## src/rtl/sa_share_ctrl.sv

```systemverilog
// sa_share_ctrl: round-robin front end that shares one multi-cycle arithmetic
// unit (start/done handshake) between NREQ requesters.
// Optional feature macro: SA_TIMEOUT_EN adds a WAIT watchdog that aborts a job
// after TIMEOUT cycles and returns {W{1'b1}} with err.
//
// state  | meaning
// -------+-----------------------------------------------------------
// IDLE   | no job; arbitrate from rr_ptr, latch winner operand
// ISSUE  | one-cycle unit_start pulse to the shared unit
// WAIT   | unit computing; finish on unit_done (or watchdog expiry)
// RESP   | one-cycle q_valid pulse to owner, advance rr_ptr
module sa_share_ctrl #(
  parameter int NREQ    = 4,
  parameter int W       = 8,
  parameter int TIMEOUT = 64
) (
  input  logic              clk,
  input  logic              reset,
  input  logic [NREQ-1:0]   req,
  input  logic [NREQ*W-1:0] a_in,
  output logic [NREQ-1:0]   gnt,
  output logic [W-1:0]      q_out,
  output logic [NREQ-1:0]   q_valid,
  output logic              err,
  output logic              busy,
  output logic [W-1:0]      unit_a,
  output logic              unit_start,
  input  logic              unit_done,
  input  logic [W-1:0]      unit_q
);

  localparam int PW = (NREQ > 1) ? $clog2(NREQ) : 1;

  if (NREQ < 2 || NREQ > 8 || TIMEOUT < 1) begin : g_bad_param
    $error("sa_share_ctrl: NREQ must be 2..8 and TIMEOUT at least 1");
  end

  typedef enum logic [1:0] {S_IDLE, S_ISSUE, S_WAIT, S_RESP} state_t;

  state_t        state, state_nxt;
  logic [PW-1:0] rr_ptr;
  logic [PW-1:0] owner;
  logic [PW-1:0] pick_idx;
  logic          pick_valid;

`ifdef SA_TIMEOUT_EN
  localparam int WDW = $clog2(TIMEOUT + 1);
  logic [WDW-1:0] watchdog;
  logic           err_r;
  logic           wd_expired;

  assign wd_expired = (watchdog == WDW'(TIMEOUT - 1));
  assign err        = (state == S_RESP) && err_r;
`else
  assign err = 1'b0;
`endif

  assign unit_start = (state == S_ISSUE);
  assign busy       = (state != S_IDLE);
  assign q_valid    = (state == S_RESP) ? gnt : '0;

  // First requesting index at or above rr_ptr, wrapping at NREQ.
  always_comb begin : pick_search
    int idx;
    pick_valid = 1'b0;
    pick_idx   = '0;
    idx        = 0;
    for (int k = 0; k < NREQ; k++) begin
      idx = int'(rr_ptr) + k;
      if (idx >= NREQ) idx = idx - NREQ;
      if (!pick_valid && req[idx]) begin
        pick_valid = 1'b1;
        pick_idx   = PW'(idx);
      end
    end
  end

  // Next-state decode; a unit_done in the expiry cycle takes priority.
  always_comb begin
    state_nxt = state;
    case (state)
      S_IDLE:  if (pick_valid) state_nxt = S_ISSUE;
      S_ISSUE: state_nxt = S_WAIT;
      S_WAIT: begin
        if (unit_done) state_nxt = S_RESP;
`ifdef SA_TIMEOUT_EN
        else if (wd_expired) state_nxt = S_RESP;
`endif
      end
      S_RESP:  state_nxt = S_IDLE;
      default: state_nxt = S_IDLE;
    endcase
  end

  // State register plus grant, operand, result and pointer bookkeeping.
  always_ff @(posedge clk) begin
    if (reset) begin
      state  <= S_IDLE;
      rr_ptr <= '0;
      owner  <= '0;
      gnt    <= '0;
      q_out  <= '0;
      unit_a <= '0;
`ifdef SA_TIMEOUT_EN
      watchdog <= '0;
      err_r    <= 1'b0;
`endif
    end else begin
      state <= state_nxt;
      case (state)
        S_IDLE: begin
          if (pick_valid) begin
            owner  <= pick_idx;
            gnt    <= NREQ'(1) << pick_idx;
            unit_a <= a_in[pick_idx*W +: W];
`ifdef SA_TIMEOUT_EN
            err_r  <= 1'b0;
`endif
          end
        end
        S_ISSUE: begin
`ifdef SA_TIMEOUT_EN
          watchdog <= '0;
`endif
        end
        S_WAIT: begin
          if (unit_done) q_out <= unit_q;
`ifdef SA_TIMEOUT_EN
          else if (wd_expired) begin
            q_out <= '1;
            err_r <= 1'b1;
          end else begin
            watchdog <= watchdog + WDW'(1);
          end
`endif
        end
        S_RESP: begin
          gnt    <= '0;
          rr_ptr <= (owner == PW'(NREQ - 1)) ? '0 : owner + PW'(1);
        end
        default: ;
      endcase
    end
  end

endmodule

```

## config.mk

```make
export PLATFORM = sky130hd
export DESIGN_NAME = sa_share_ctrl
export DESIGN_NICKNAME = d
export VERILOG_FILES = /design/src/rtl/sa_share_ctrl.sv
export SDC_FILE = /design/constraint.sdc
export NUM_CORES = 1
export LEC_CHECK = 0
export ABC_AREA = 1
export CAP_MARGIN = 10
export CORE_ASPECT_RATIO = 2
export CORE_MARGIN = 8
export CORE_UTILIZATION = 42
export CTS_CLUSTER_SIZE = 40
export DETAILED_ROUTE_END_ITERATION = 7
export PLACE_DENSITY_LB_ADDON = 0.08
export SYNTH_ARGS = -nofsm -noshare
export SYNTH_HDL_FRONTEND = slang
export SYNTH_SLANG_ARGS = --single-unit
```

## constraint.sdc

```tcl
create_clock -name clk -period 2.3 [get_ports clk]
set_input_delay 0.46 -clock clk [delete_from_list [all_inputs] [get_ports clk]]
set_output_delay 0.46 -clock clk [all_outputs]
set_load 0.005 [all_outputs]
```

Yosys cells after proc, flatten, opt, wreduce, memory -nomap -nowiden:

Cells that the tools add are included.

* register bits: 26
* word-level logic and storage cells: 74
* input bits: 47
* output and inout bits: 27

* equal/unequal tests: 6
* reduce and logical (&&, ||, !) cells: 13
* mux-type cells: 31
* $lt $le $gt $ge: 8
* $add $sub $neg: 8
* shift-type cells: 2

Operator list (count)
* less-than comparator 32 x 4 -> 1 bit, second input constant: 4
* 2-to-1 mux 32 bit: 4
* variable part select 32 x 6 -> 8 bit: 1
* 2-to-1 mux 2 bit: 7
* 2-to-1 mux 1 bit: 12
* subtractor 3 x 3 -> 4 bit, second input constant: 3
* greater-or-equal comparator 3 bit, second input constant: 3
* binary-select mux 1 bit (select 2 bit): 4
* 2-to-1 mux 4 bit: 2
* one-hot mux 2 bit (4 select lines): 1
* one-hot mux 4 bit (2 select lines): 1
* AND reduction 2 bit: 4
* adder 2 x 2 -> 3 bit, second input constant: 2
* == test 2 bit, second input constant: 3
* inequality test 2 bit, second input constant: 2
* nonzero test 2 bit: 2
* left shift 1 x 2 -> 4 bit, first input constant: 1
* subtractor 2 x 3 -> 4 bit, second input constant: 1
* adder 2 x 1 -> 3 bit, second input constant: 1
* greater-or-equal comparator 2 x 3 -> 1 bit, second input constant: 1
* logical AND 1 bit: 3
* zero test 1 bit: 3
* adder 2 x 1 -> 2 bit, second input constant: 1
* == test 2 x 1 -> 1 bit, second input constant: 1
* zero test 2 bit: 1

Depth between registers and ports, before layout:

* depth in word-level cells: 18
* mapped depth: 16
* mapped depth without buffers: 15

Least setup slack after synthesis:

No wires, ideal clock.

* path type: input -> register
* start: in req[3]
* end: reg unit_a[4]
* setup slack: 0.636 ns
* cell stages on the path: 13
* data arrival time: 1.547 ns
* buffers on the path: 1
* path through: inv_1 > nand2_2 > nand3_1 > nand2_2 > nor2_4 > nand3_1 > nand3_2 > inv_2 > buf_4 > nand3_1 > nand3_1 > nor2_1 > nor2_1

* word-level cells in the longest chain between the ends: 14
* elaborated cells between the ends (all ways): 28

RTL lines
* from (decl): RTL line 19 `input logic [NREQ-1:0] req,`
* binary-select mux 1 bit (select 2 bit): RTL line 71 `if (!pick_valid && req[idx]) begin`
* 2-to-1 mux 1 bit (implied by the code) (2 in a row): RTL line 71
* 2-to-1 mux 1 bit: RTL line 71
* zero test 1 bit: RTL line 71
* logical AND 1 bit: RTL line 71
* 2-to-1 mux 1 bit: RTL line 71
* zero test 1 bit: RTL line 71
* logical AND 1 bit: RTL line 71
* 2-to-1 mux 1 bit: RTL line 71
* zero test 1 bit: RTL line 71
* logical AND 1 bit: RTL line 71
* 2-to-1 mux 2 bit or 2-to-1 mux 1 bit (tied branches): RTL line 71
* variable part select 32 x 6 -> 8 bit or AND reduction 2 bit (tied branches)
* to (signal assigned): RTL line 115 `unit_a <= a_in[pick_idx*W +: W];`
* to (decl): RTL line 26 `output logic [W-1:0] unit_a,`

Several ways; a longest one is shown, not always the timed one. The select of a mux whose other input is x is not followed.
A chain may end at the register's enable or synchronous reset.

Worst setup path after layout:

* start: reg state[0]
* end: out busy

* word-level cells in the longest chain between the ends: 1

RTL lines
* from (decl): RTL line 40 `state_t state, state_nxt;`
* from (signal assigned): RTL line 109 `state <= state_nxt;`
* nonzero test 2 bit: RTL line 59 `assign busy = (state != S_IDLE);`
* to (decl): RTL line 25 `output logic busy,`

Every way passes these cells.

==> results by group <==
Critical path
  • Reg2reg setup slack: 0.39 ns
  • Worst path bufs/invs: 3
  • Critical-path top delay cell: clkdlybuf4s50_1
  • Startpoint types: flip-flop
  • Required @ worst endpoint: 1.84 ns
  • Crit Path Category: flip-flop to output pin
  • Crit path top cell by count: inv_1
  • CP delay by family, top: buffers and inverters
  • Critical-path maximum fanout: 4
  • Critical Path, Cell by Cell: inv_1 > ha_1 > inv_1 > clkdlybuf4s50_1
  • Crit-path max cell delay: 0.49 ns
  • Crit end category: output pin
  • Critical path data arrival time: 1.61 ns

Yosys
  • Mean area per synthesized cell: 6.39 um^2
  • Synth Area in XOR/XNOR: 0
  • Synth warnings: 0
  • Mapped cell area: 1670 um^2
  • Post-synthesis mux area share: 0
  • Post-Syn Instances: 261
  • Seq/Total Area, Yosys: 0.312
  • Largest family of logic cells by synthesized area: simple AND/OR/NAND/NOR gates
  • Most numerous cell in the Yosys netlist: nand2_1
  • Post-synthesis cell type count: 27
  • Adder-Cell Fraction of Synth Area: 0.0450
  • Post-Synthesis Net Count: 314
  • Number of synthesized flops with an enable pin: 0
  • Leading post-synthesis cells by cell area: dfxtp_1 (31%), nand2_1 (17%), nand3_1 (8.7%)
  • Synth Area in Compound Gates: 0.0961
  • Synth cell count leaders: nand2_1 (74), nor2_1 (37), nand3_1 (29), dfxtp_1 (26), inv_1 (21)
  • Synth top area share: 0.312
  • Synth Register Bits: 26
  • Predominant post-synthesis flop cell: dfxtp_1
  • Largest area contributor in the netlist: dfxtp_1
  • Synth Area in Simple Gates: 0.447
  • FFs w/ async S/R, synth: 0

Cells and area
  • Area growth from synthesis to final layout: 52.1%
  • Layout Utilization: 0.660
  • Fin nets: 391
  • N_diodes: 0
  • Share of layout cells above drive strength 1: 0.101
  • Final Cell Area: 2530 um^2

Route
  • Drt via density: 4.83
  • Vias: 1,875
  • Drt initial violations: 20
  • Final ANT Viol Nets: 0
  • DRT Pass-1 Iters: 4
  • # DRC: 0
  • DR WL/cell: 12.4 um
  • Post-Route WL: 4.81 mm

Global routing
  • Global-route wire length before repair: 8.24 mm
  • GRT Total Usage: 0.162
  • Total grt overflow: 0
  • Largest net degree at the start of global routing: 20
  • Vias in the first global route: 1,946
  • Initial antenna violation count: 0

Outcome
  • Status: finished clean

Clocking
  • Skew-Pair Late Insertion Delay: 0.28 ns
  • CTS Buffer Depth: 2
  • CTS sink cnt: 26
  • Root buffer cell: clkbuf_8
  • CTS buffer count: 3
  • Hold-fix buffers, CTS: 0
  • CTS clk-pin slew, worst paths: 0.10 ns
  • TritonCTS clock tree: done
  • H-tree lvl count: 1

Placement
  • Post-DP Area: 2460 um^2
  • Hpwl dp: 4.03 mm
  • Setup WS pre-CTS: 0.0216 ns
  • GPL Wtd Cong: 0.867
  • Input/output buffers: 72

Power
  • Peak supply drop: 0.621 mV
  • Cell Pwr Density: 1020 nW/um^2
  • Total power: 2.57 mW
  • Leakage: 1.17 nW

Timing
  • Setup Skew: 0.00403 ns
  • Fin worst setup slack: 0.234 ns
  • Final worst path period need: 2.07 ns
  • Setup Total Neg Slack: 0 ns
  • Setup-failing EPs final: 0
  • Final hold violations: 0
  • Crit share post-route: 0.898
  • FMAX: 484 MHz
  • Pins Over Slew Limit: 0
  • RSZ-0062 raised after global routing: no

Die
  • Die area: 6360 um^2
  • Row count: 32
  • I/O pins: 74
  • CORE AREA: 3840 um^2
  • Initial core utilization: 0.434
  • Die H: 105 um
  • Die W: 60.5 um

Worst hold path
  • Worst Hold Class: flip-flop to flip-flop

Flow run
  • Max_cap viols: 0
[final cells by class]
type	instances	area, um^2
Fill cell	372	1310
Clock buffer	3	41.3
Multi-Input combinational cell	199	986
Sequential cell	26	520
Clock inverter	1	30.0
Timing Repair Buffer	82	796
Tap cell	51	63.8
Inverter	26	97.6
[placed cells by master (no fill, tap or decap), types with 7 or more instances in the layout]
master,synthesis,routed
nand2_1,74,74
dfxtp_1,26,26
nand3_1,29,29
a21oi_1,9,9
clkdlybuf4s50_1,0,72
buf_4,5,10
nor2_1,37,37
o21ai_0,15,15
inv_1,21,21
nand4_1,7,7
[cell families after synthesis]
kind of cell             count (synthesis)
AND/OR/NAND/NOR                        162
buffers and inverters                   36
AO/OA/AOI/OAI                           30
flip-flops                              26
adder cells (fa/ha/maj)                  6
other                                    1
[worst paths after layout]
path / from / to / depth (start not counted)
worst max-delay path: state[0] / busy / 4
worst min-delay path: owner[0] / owner[0] / 2
worst max register to register: rr_ptr[0] / unit_a[3] / 14
worst min register to register: owner[0] / owner[0] / 2
[power by group]
part	switching, mW	internal (mW)	total [mW]
clock network	0.153	0.233	0.386
registers	0.0867	0.590	0.676
logic	0.823	0.689	1.51
[sequential cells by signal (all words and copies together) (netlist names)]
signal	flops
q_out	8
unit_a	8
owner	2
state	2
gnt	4
rr_ptr	2
[metal layers]
metal	share of wire	wire, um	track usage	vias up
met3	0.068	326	0.0442	9
met1	0.36	1740	0.149	822
li1	-	-	-	988
met4	0.022	108	0.0706	0
met2	0.55	2640	0.306	56
met5	0	0	0	-
[repair_timing]
| item | 4_1_cts | 5_1_grt |
|---|---|---|
| setup buffers | 0 | 0 |
| gates resized for setup | 0 | 1 |
| endpoints found under the hold margin | 0 | 0 |
| endpoints found under the setup margin | 0 | 1 |
[worst register-to-register path: stages (launching register included)]
cell and delay, ns:
dfxtp_1 0.43, buf_4 0.20, nand2_2 0.07, nand3_1 0.12
nand2_2 0.09, inv_1 0.10, nand2_1 0.09, nand2_4 0.08
nand3_4 0.11, buf_4 0.18, nor2_4 0.14, nand2_1 0.07
nand2_1 0.06, nor2_1 0.05, nor2_1 0.07
[through the flow]
stage               instances  hold slack (ns)
floorplan                 261            0.458
global placement          384            0.463
detailed placement        384            0.473
CTS                       388            0.489
global route              388            0.509
finish                    388            0.490
No activity file was read; power rests on OpenSTA's default activity.
